`src/rtl/mux8_rr_scheduler.sv`:
```
// Round-robin scheduler sharing one 1-bit channel (8:1 bit mux) among 8 requesters,
// with a per-grant transfer cap so a busy requester cannot starve the others.
module mux8_rr_scheduler #(
  parameter int HOLD_MAX = 4,
  parameter int CNT_W    = 4
) (
  input  logic       clk,
  input  logic       rst,
  input  logic [7:0] req,
  input  logic [7:0] din,
  input  logic       ready,
  output logic [7:0] gnt,
  output logic [2:0] sel,
  output logic       dout,
  output logic       dout_valid,
  output logic       busy
);

  typedef enum logic [0:0] {
    IDLE  = 1'b0,
    GRANT = 1'b1
  } state_t;

  localparam logic [CNT_W-1:0] CNT_LAST = CNT_W'(HOLD_MAX - 1);
  localparam logic [CNT_W-1:0] CNT_ONE  = CNT_W'(1);

  state_t           state_r, state_s;
  logic [7:0]       gnt_r, gnt_s;
  logic [2:0]       sel_r, sel_s;
  logic [2:0]       ptr_r, ptr_s;
  logic [CNT_W-1:0] cnt_r, cnt_s;
  logic             xfer_s;
  logic             release_s;
  logic [2:0]       pick_s;

  // First set bit of r scanning p, p+1, ... p+7 (mod 8).
  function automatic logic [2:0] rr_pick(input logic [2:0] p, input logic [7:0] r);
    logic [2:0] idx;
    logic       found;
    rr_pick = p;
    found   = 1'b0;
    for (int i = 0; i < 8; i++) begin
      idx = p + 3'(i);
      if (!found && r[idx]) begin
        rr_pick = idx;
        found   = 1'b1;
      end
    end
  endfunction

  assign busy       = (state_r == GRANT);
  assign dout_valid = busy && req[sel_r];
  assign dout       = dout_valid & din[sel_r];
  assign gnt        = gnt_r;
  assign sel        = sel_r;

  // Next-state logic: arbitration, transfer counting and grant release.
  always_comb begin
    state_s   = state_r;
    gnt_s     = gnt_r;
    sel_s     = sel_r;
    ptr_s     = ptr_r;
    cnt_s     = cnt_r;
    xfer_s    = dout_valid && ready;
    release_s = 1'b0;
    pick_s    = 3'd0;
    case (state_r)
      IDLE: begin
        if (|req) begin
          pick_s  = rr_pick(ptr_r, req);
          state_s = GRANT;
          sel_s   = pick_s;
          gnt_s   = 8'b0000_0001 << pick_s;
          cnt_s   = '0;
        end else begin
          state_s = IDLE;
        end
      end
      GRANT: begin
        release_s = !req[sel_r] || (xfer_s && (cnt_r == CNT_LAST));
        if (release_s) begin
          // Scanning from sel+1 puts the releasing owner last in line.
          ptr_s = sel_r + 3'd1;
          cnt_s = '0;
          if (|req) begin
            pick_s  = rr_pick(sel_r + 3'd1, req);
            state_s = GRANT;
            sel_s   = pick_s;
            gnt_s   = 8'b0000_0001 << pick_s;
          end else begin
            state_s = IDLE;
            gnt_s   = 8'h00;
          end
        end else if (xfer_s) begin
          cnt_s = cnt_r + CNT_ONE;
        end else begin
          cnt_s = cnt_r;
        end
      end
      default: begin
        state_s = IDLE;
        gnt_s   = 8'h00;
        sel_s   = 3'd0;
        ptr_s   = 3'd0;
        cnt_s   = '0;
      end
    endcase
  end

  // State register with synchronous reset that drops any in-flight grant.
  always_ff @(posedge clk) begin
    if (rst) begin
      state_r <= IDLE;
      gnt_r   <= 8'h00;
      sel_r   <= 3'd0;
      ptr_r   <= 3'd0;
      cnt_r   <= '0;
    end else begin
      state_r <= state_s;
      gnt_r   <= gnt_s;
      sel_r   <= sel_s;
      ptr_r   <= ptr_s;
      cnt_r   <= cnt_s;
    end
  end

endmodule

```
`config.mk`:
```
export PLATFORM = sky130hd
export DESIGN_NAME = mux8_rr_scheduler
export DESIGN_NICKNAME = d
export VERILOG_FILES = /design/src/rtl/mux8_rr_scheduler.sv
export SDC_FILE = /design/constraint.sdc
export NUM_CORES = 1
export LEC_CHECK = 0
export ABC_AREA = 0
export CAP_MARGIN = 20
export CORE_MARGIN = 4
export CORE_UTILIZATION = 46
export DETAILED_ROUTE_END_ITERATION = 7
export PLACE_DENSITY_LB_ADDON = 0.05
export RECOVER_POWER = 100
export REMOVE_ABC_BUFFERS = 1
export SYNTH_ARGS = -nofsm -noshare
export SYNTH_HDL_FRONTEND = slang
export SYNTH_SLANG_ARGS = --single-unit
```
`constraint.sdc`:
```
create_clock -name clk -period 5.1 [get_ports clk]
set_input_delay 1.02 -clock clk [delete_from_list [all_inputs] [get_ports clk]]
set_output_delay 1.02 -clock clk [all_outputs]
set_load 0.03 [all_outputs]
```
## Word-level counts from Yosys, hierarchy flattened

Cells that the tools add are included.

- Bits in registers: 19
- Input bits: 19
- Word-level logic and storage cells: 204
- Output and inout port bits: 14

- Order comparisons: 17
- Reductions and logical operators: 38
- Add/subtract/negate cells: 16
- Eq/ne operators: 5
- Shifts and indexed selects: 2
- Bitwise operators: 2
- Multiplexer cells: 119

Operator list:

| operator | number |
|---|---|
| $mux 1 | 69 |
| $lt 3x4->1 const B | 17 |
| $mux 3 | 22 |
| $bmux 1 s3 | 18 |
| $add 3x3->3 const B | 8 |
| $mux 8 | 3 |
| $logic_and 1x1->1 | 17 |
| $pmux 8 s2 | 1 |
| $shl 1x3->8 const A | 2 |
| $logic_not 1->1 | 15 |
| $add 3x2->3 const B | 4 |
| $mux 4 | 3 |
| $add 3x1->3 const B | 3 |
| $pmux 4 s2 | 1 |
| $reduce_or 8->1 | 1 |
| $pmux 3 s2 | 1 |
| $reduce_and 2->1 | 3 |
| $add 4x1->4 const B | 1 |
| $eq 4x2->1 const B | 1 |
| $ne 2x1->1 const B | 2 |
| $ne 3x1->1 const B | 1 |
| $reduce_and 3->1 | 1 |
| $ne 2x2->1 const B | 1 |
| $pmux 1 s2 | 1 |
| 3 further kinds | 3 |

## Longest topological paths before layout

- Depth after elaboration: 54
- Depth in mapped cells: 15
- Depth with buffers taken out: 10

## Worst setup path after synthesis

Ideal clock, no wire load.

- Path type: reg2reg
- Start point: register sel_r[0], in the netlist sel[0]
- End point: register gnt_r[0], in the netlist gnt[0]
- Path buffers: 2
- Data required time: 5.027 ns
- Period minus slack after synthesis: 3.820 ns
- Library setup time: 0.073 ns
- Arrival: 3.747 ns
- Stages on the path, launching flop included: 13
- Slack: 1.280 ns
- Cell sequence: dfxtp_1 > buf_2 > inv_2 > ha_1 > buf_6 > inv_2 > mux4_1 > mux4_2 > o2111a_1 > or3b_4 > and2_4 > or3_4 > o211ai_2

- Longest elaborated chain between the ends: 53
- Elaborated cells on any way between the ends: 89
- Classes of those cells: add/sub: 8; eq/ne: 1; shift: 1; mux: 59; reduce/logical: 20

Ends and longest elaborated chain:

| what | line | RTL |
|---|---|---|
| start, declared | 29 | `logic [2:0] sel_r, sel_s;` |
| start signal, assigned | 121 | `sel_r <= sel_s;` |
| $add 3x1->3 | 86 | `pick_s = rr_pick(sel_r + 3'd1, req);` |
| $bmux 1 s3 | 44 | `if (!found && r[idx]) begin` |
| $mux 1 (not written as such) | 44 |  |
| $mux 1 | 44 |  |
| $mux 1 | 85 | `if (\|req) begin` |
| $mux 1 | 81 | `if (release_s) begin` |
| $mux 1 | 67 | `case (state_r)` |
| $logic_not 1->1 | 44 |  |
| [... 37 more ...] | n/a |  |
| $mux 3 | 44 |  |
| $mux 3 | 85 |  |
| $mux 3 | 81 |  |
| $mux 3 | 67 |  |
| $shl 1x3->8 | 89 | `gnt_s = 8'b0000_0001 << pick_s;` |
| $mux 8 | 85 |  |
| $mux 8 | 81 |  |
| $pmux 8 s2 | 67 |  |
| end signal, assigned | 120 | `gnt_r <= gnt_s;` |
| end, declared | 28 | `logic [7:0] gnt_r, gnt_s;` |

Several ways; a longest one is shown, not always the timed one. The select of a mux whose other input is x is not followed.
A chain may end at the register's enable or synchronous reset.

## Worst setup path after layout

- Start point: input req[7]
- End point: output dout

- Longest elaborated chain between the ends: 4

Ends and longest elaborated chain:

| what | line | RTL |
|---|---|---|
| start, declared | 9 | `input logic [7:0] req,` |
| $bmux 1 s3 | 52 | `assign dout_valid = busy && req[sel_r];` |
| $mux 1 (not written as such) | 52 |  |
| $logic_and 1x1->1 | 52 |  |
| $and 1x1->1 | 53 | `assign dout = dout_valid & din[sel_r];` |
| end, declared | 14 | `output logic dout,` |

Every way passes these cells. The select of a mux whose other input is x is not followed.

==> metrics.txt <==
status finished, final reports clean; most common flop cell mapped by yosys dfxtp_1; initial drt markers 284; crit-path max FO 10; WL/cell 19.0 um; chip height 94.8 um; worst clock skew 0.00791 ns; Clk Latency, worst-skew pair 0.26 ns; Synth cell types 77; final net count 441; crit-path most repeated cell dlygate4sd3_1; Hold Path End gnt[3]; share of cells above drive strength 1 ~17%; Core Footprint 7290 um2; Post-synth EDFFs 0; hold_buf cts 0; Max Cap Viol 0; DRC 0; Ports 33; fraction of registers with async set/reset 0%; Max Root-Sink Buffers 2; Pleak 1.49 nW; ranking of synthesized cells by area mux4_2 (20%), dfxtp_1 (11%), mux2i_1 (5.8%), nor2_1 (3.9%), mux2_2 (3.3%); DRT Pass-1 Iters 5; CTS sink count 19; r2r setup slk 0.84 ns; Final HPWL DP 7.25 mm; Area growth, synth to finish 11.6%; cts repair resizes 0; Die Width roughly 95 um; PortBufs 32; Rows 31; Vias 3,448; Inserted Diodes 0; Max Clock Freq 213 MHz; Total Routed Length between 9 and 10 mm; RR Endpoint gnt[1]; cell with the most instances after synthesis nor2_1; HP Class flop to flop; Critical Path RT 4.08 ns; CTS tree built; Yosys reg bits 19; Worst-path clk slew 0.07 ns; post-synth top area share about a fifth; Ys Warns 0; GRT Resource Usage Total 22.4%; Starting Density 47.5%; number of vias per cell 6.70; Reg2Reg Launch Point ptr_r[1]; largest net degree at the start of global routing 28; sequence of cells on the critical path dlygate4sd3_1 > buf_4 > mux4_2 > mux2_1 > nand2_1 > a21oi_1 > dlygate4sd3_1; crit start category input port; Hold Vio Cnt, Final 0; R2R depth 9; Hold Path Depth 2; initial antenna violation count 0; post-CTS setup buffer count 0; Filler Cell Count approximately 700; Post-synth top cells nor2_1 (36), mux4_2 (30), nand2_1 (28); Routed Antenna Nets 0; Slew HR between 40% and 50%; number of global-route vias before repair 3,187; H-tree level count 1; # setup viols final 0; Pins Over Slew Limit 0; final core occ between 50% and 60%; final worst path period share roughly 92%; sequential share of the synthesized area 11.0%; Crit Path Class input port to output port; peak supply drop between 300 and 400 uV; RSZ-0062 raised after global routing false; TNS Setup 0 ns; synthesized area ~3500 um2; worst-margin pin slew 0.840 ns; GPL Wtd Cong 0.841; final period demand of the worst path 4.69 ns; pwr/cell area 675 nW/um2; grt total ovfl 0; slowest cell on the critical path dlygate4sd3_1; first-pass GRT wire length 16.2 mm; CTS root buffer clkbuf_8; Yosys top cell by area mux4_2; Setup crit end kind output port; Critical Path AT 3.67 ns; DIE AREA 8980 um2; hold_sp gnt[3]; crit-path max cell delay about 0.70 ns; CTS Buf Count 3; Avg Synthesized Cell Area 8.66 um2; Cells after Synth 400
==> worst max-delay path, delay by kind of cell <==
kind | cells | cell delay [ns]
multiplexers | 2 | 0.85
buffers and inverters | 3 | 1.64
AO/OA/AOI/OAI | 1 | 0.05
AND/OR/NAND/NOR | 1 | 0.12
==> cell families after synthesis <==
family	after synthesis	share of synthesized area, %
fa+ha+maj	5	1.81
mux	65	32.0
compound gates	96	20.9
xor+xnor	9	3.07
flops	19	11.0
buf+inv	52	7.48
simple gates	154	23.8
==> registers in the layout (all words and copies together), names as in the netlist <==
signal	count
busy	1
cnt_r	4
gnt	8
sel	3
ptr_r	3
==> how the worst max path moves through the flow <==
| stage | start | endpoint | slack, ns |
|---|---|---|---|
| after floorplan | sel[0] | gnt[0] | 0.27 |
| after global placement | req[2] | gnt[4] | 0.63 |
| after detailed placement | req[1] | gnt[0] | 0.58 |
| after CTS | req[7] | dout | 0.60 |
| after global routing | req[7] | dout | 0.31 |
| final | req[7] | dout | 0.41 |
==> through the flow <==
step | instance area, um2 | power, mW | hold WS [ns] | std cells | worst slack, ns
after global routing | 3860 | 2.82 | 0.528 | 515 | 0.309
after CTS | 3880 | 2.62 | 0.492 | 515 | 0.602
after global placement | 3830 | 2.51 | 0.471 | 511 | 0.632
after detailed placement | 3830 | 2.50 | 0.475 | 511 | 0.583
after floorplan | 3260 | 1.94 | 0.452 | 363 | 0.266
final | 3860 | 2.61 | 0.492 | 515 | 0.411
==> cell usage in the layout, fill, tap and decap left out, types with 3 or more instances in the layout <==
cell type	count
a21oi_1	15
o21ai_0	15
xor2_1	3
nor3_1	7
clkbuf_8	3
nand2_1	28
a41oi_1	3
nand2b_1	3
nor4_1	3
nor2_1	37
and2_1	8
mux2_2	9
dfxtp_1	19
nor2b_1	8
xnor2_1	4
o22ai_1	3
a31oi_1	4
and3_1	7
inv_1	12
nand4_1	6
a311oi_1	4
or2_2	3
o211ai_1	4
a211oi_1	9
mux4_2	30
and4_1	4
clkdlybuf4s50_1	16
inv_2	3
buf_4	16
o221ai_1	4
mux4_1	4
a22oi_1	3
ha_1	5
nor4b_1	3
nand3_1	17
nand3b_1	7
dlygate4sd3_1	16
mux2i_1	21
==> layer usage <==
| metal | up-vias | track usage (%) | share of wire (%) |
|---|---|---|---|
| li1 | 1604 | - | - |
| met1 | 1685 | 32.1 | 44 |
| met2 | 145 | 36.5 | 48 |
| met3 | 14 | 3.11 | 7.1 |
| met4 | 0 | 3.73 | 1.2 |
| met5 | - | 0 | 0 |
==> where the power goes <==
part           total [mW]  leakage [nW]  internal (mW)  switching (mW)
clock               0.107        0.0255         0.0544          0.0522
sequential          0.255         0.155          0.191          0.0643
combinational        2.25          1.31          0.988            1.26
total                2.61          1.49           1.23            1.37
==> area by class of cell <==
cell class,count,area [um2],area share (%)
tap,99,124,3.21
inverter,15,56.3,1.46
timing repair buffer,49,444,11.5
sequential,19,380,9.85
clock inverter,1,5.00,0.130
clock buffer,3,41.3,1.07
multi-input combinational,329,2810,72.8
(Power assumes the default switching activity.)
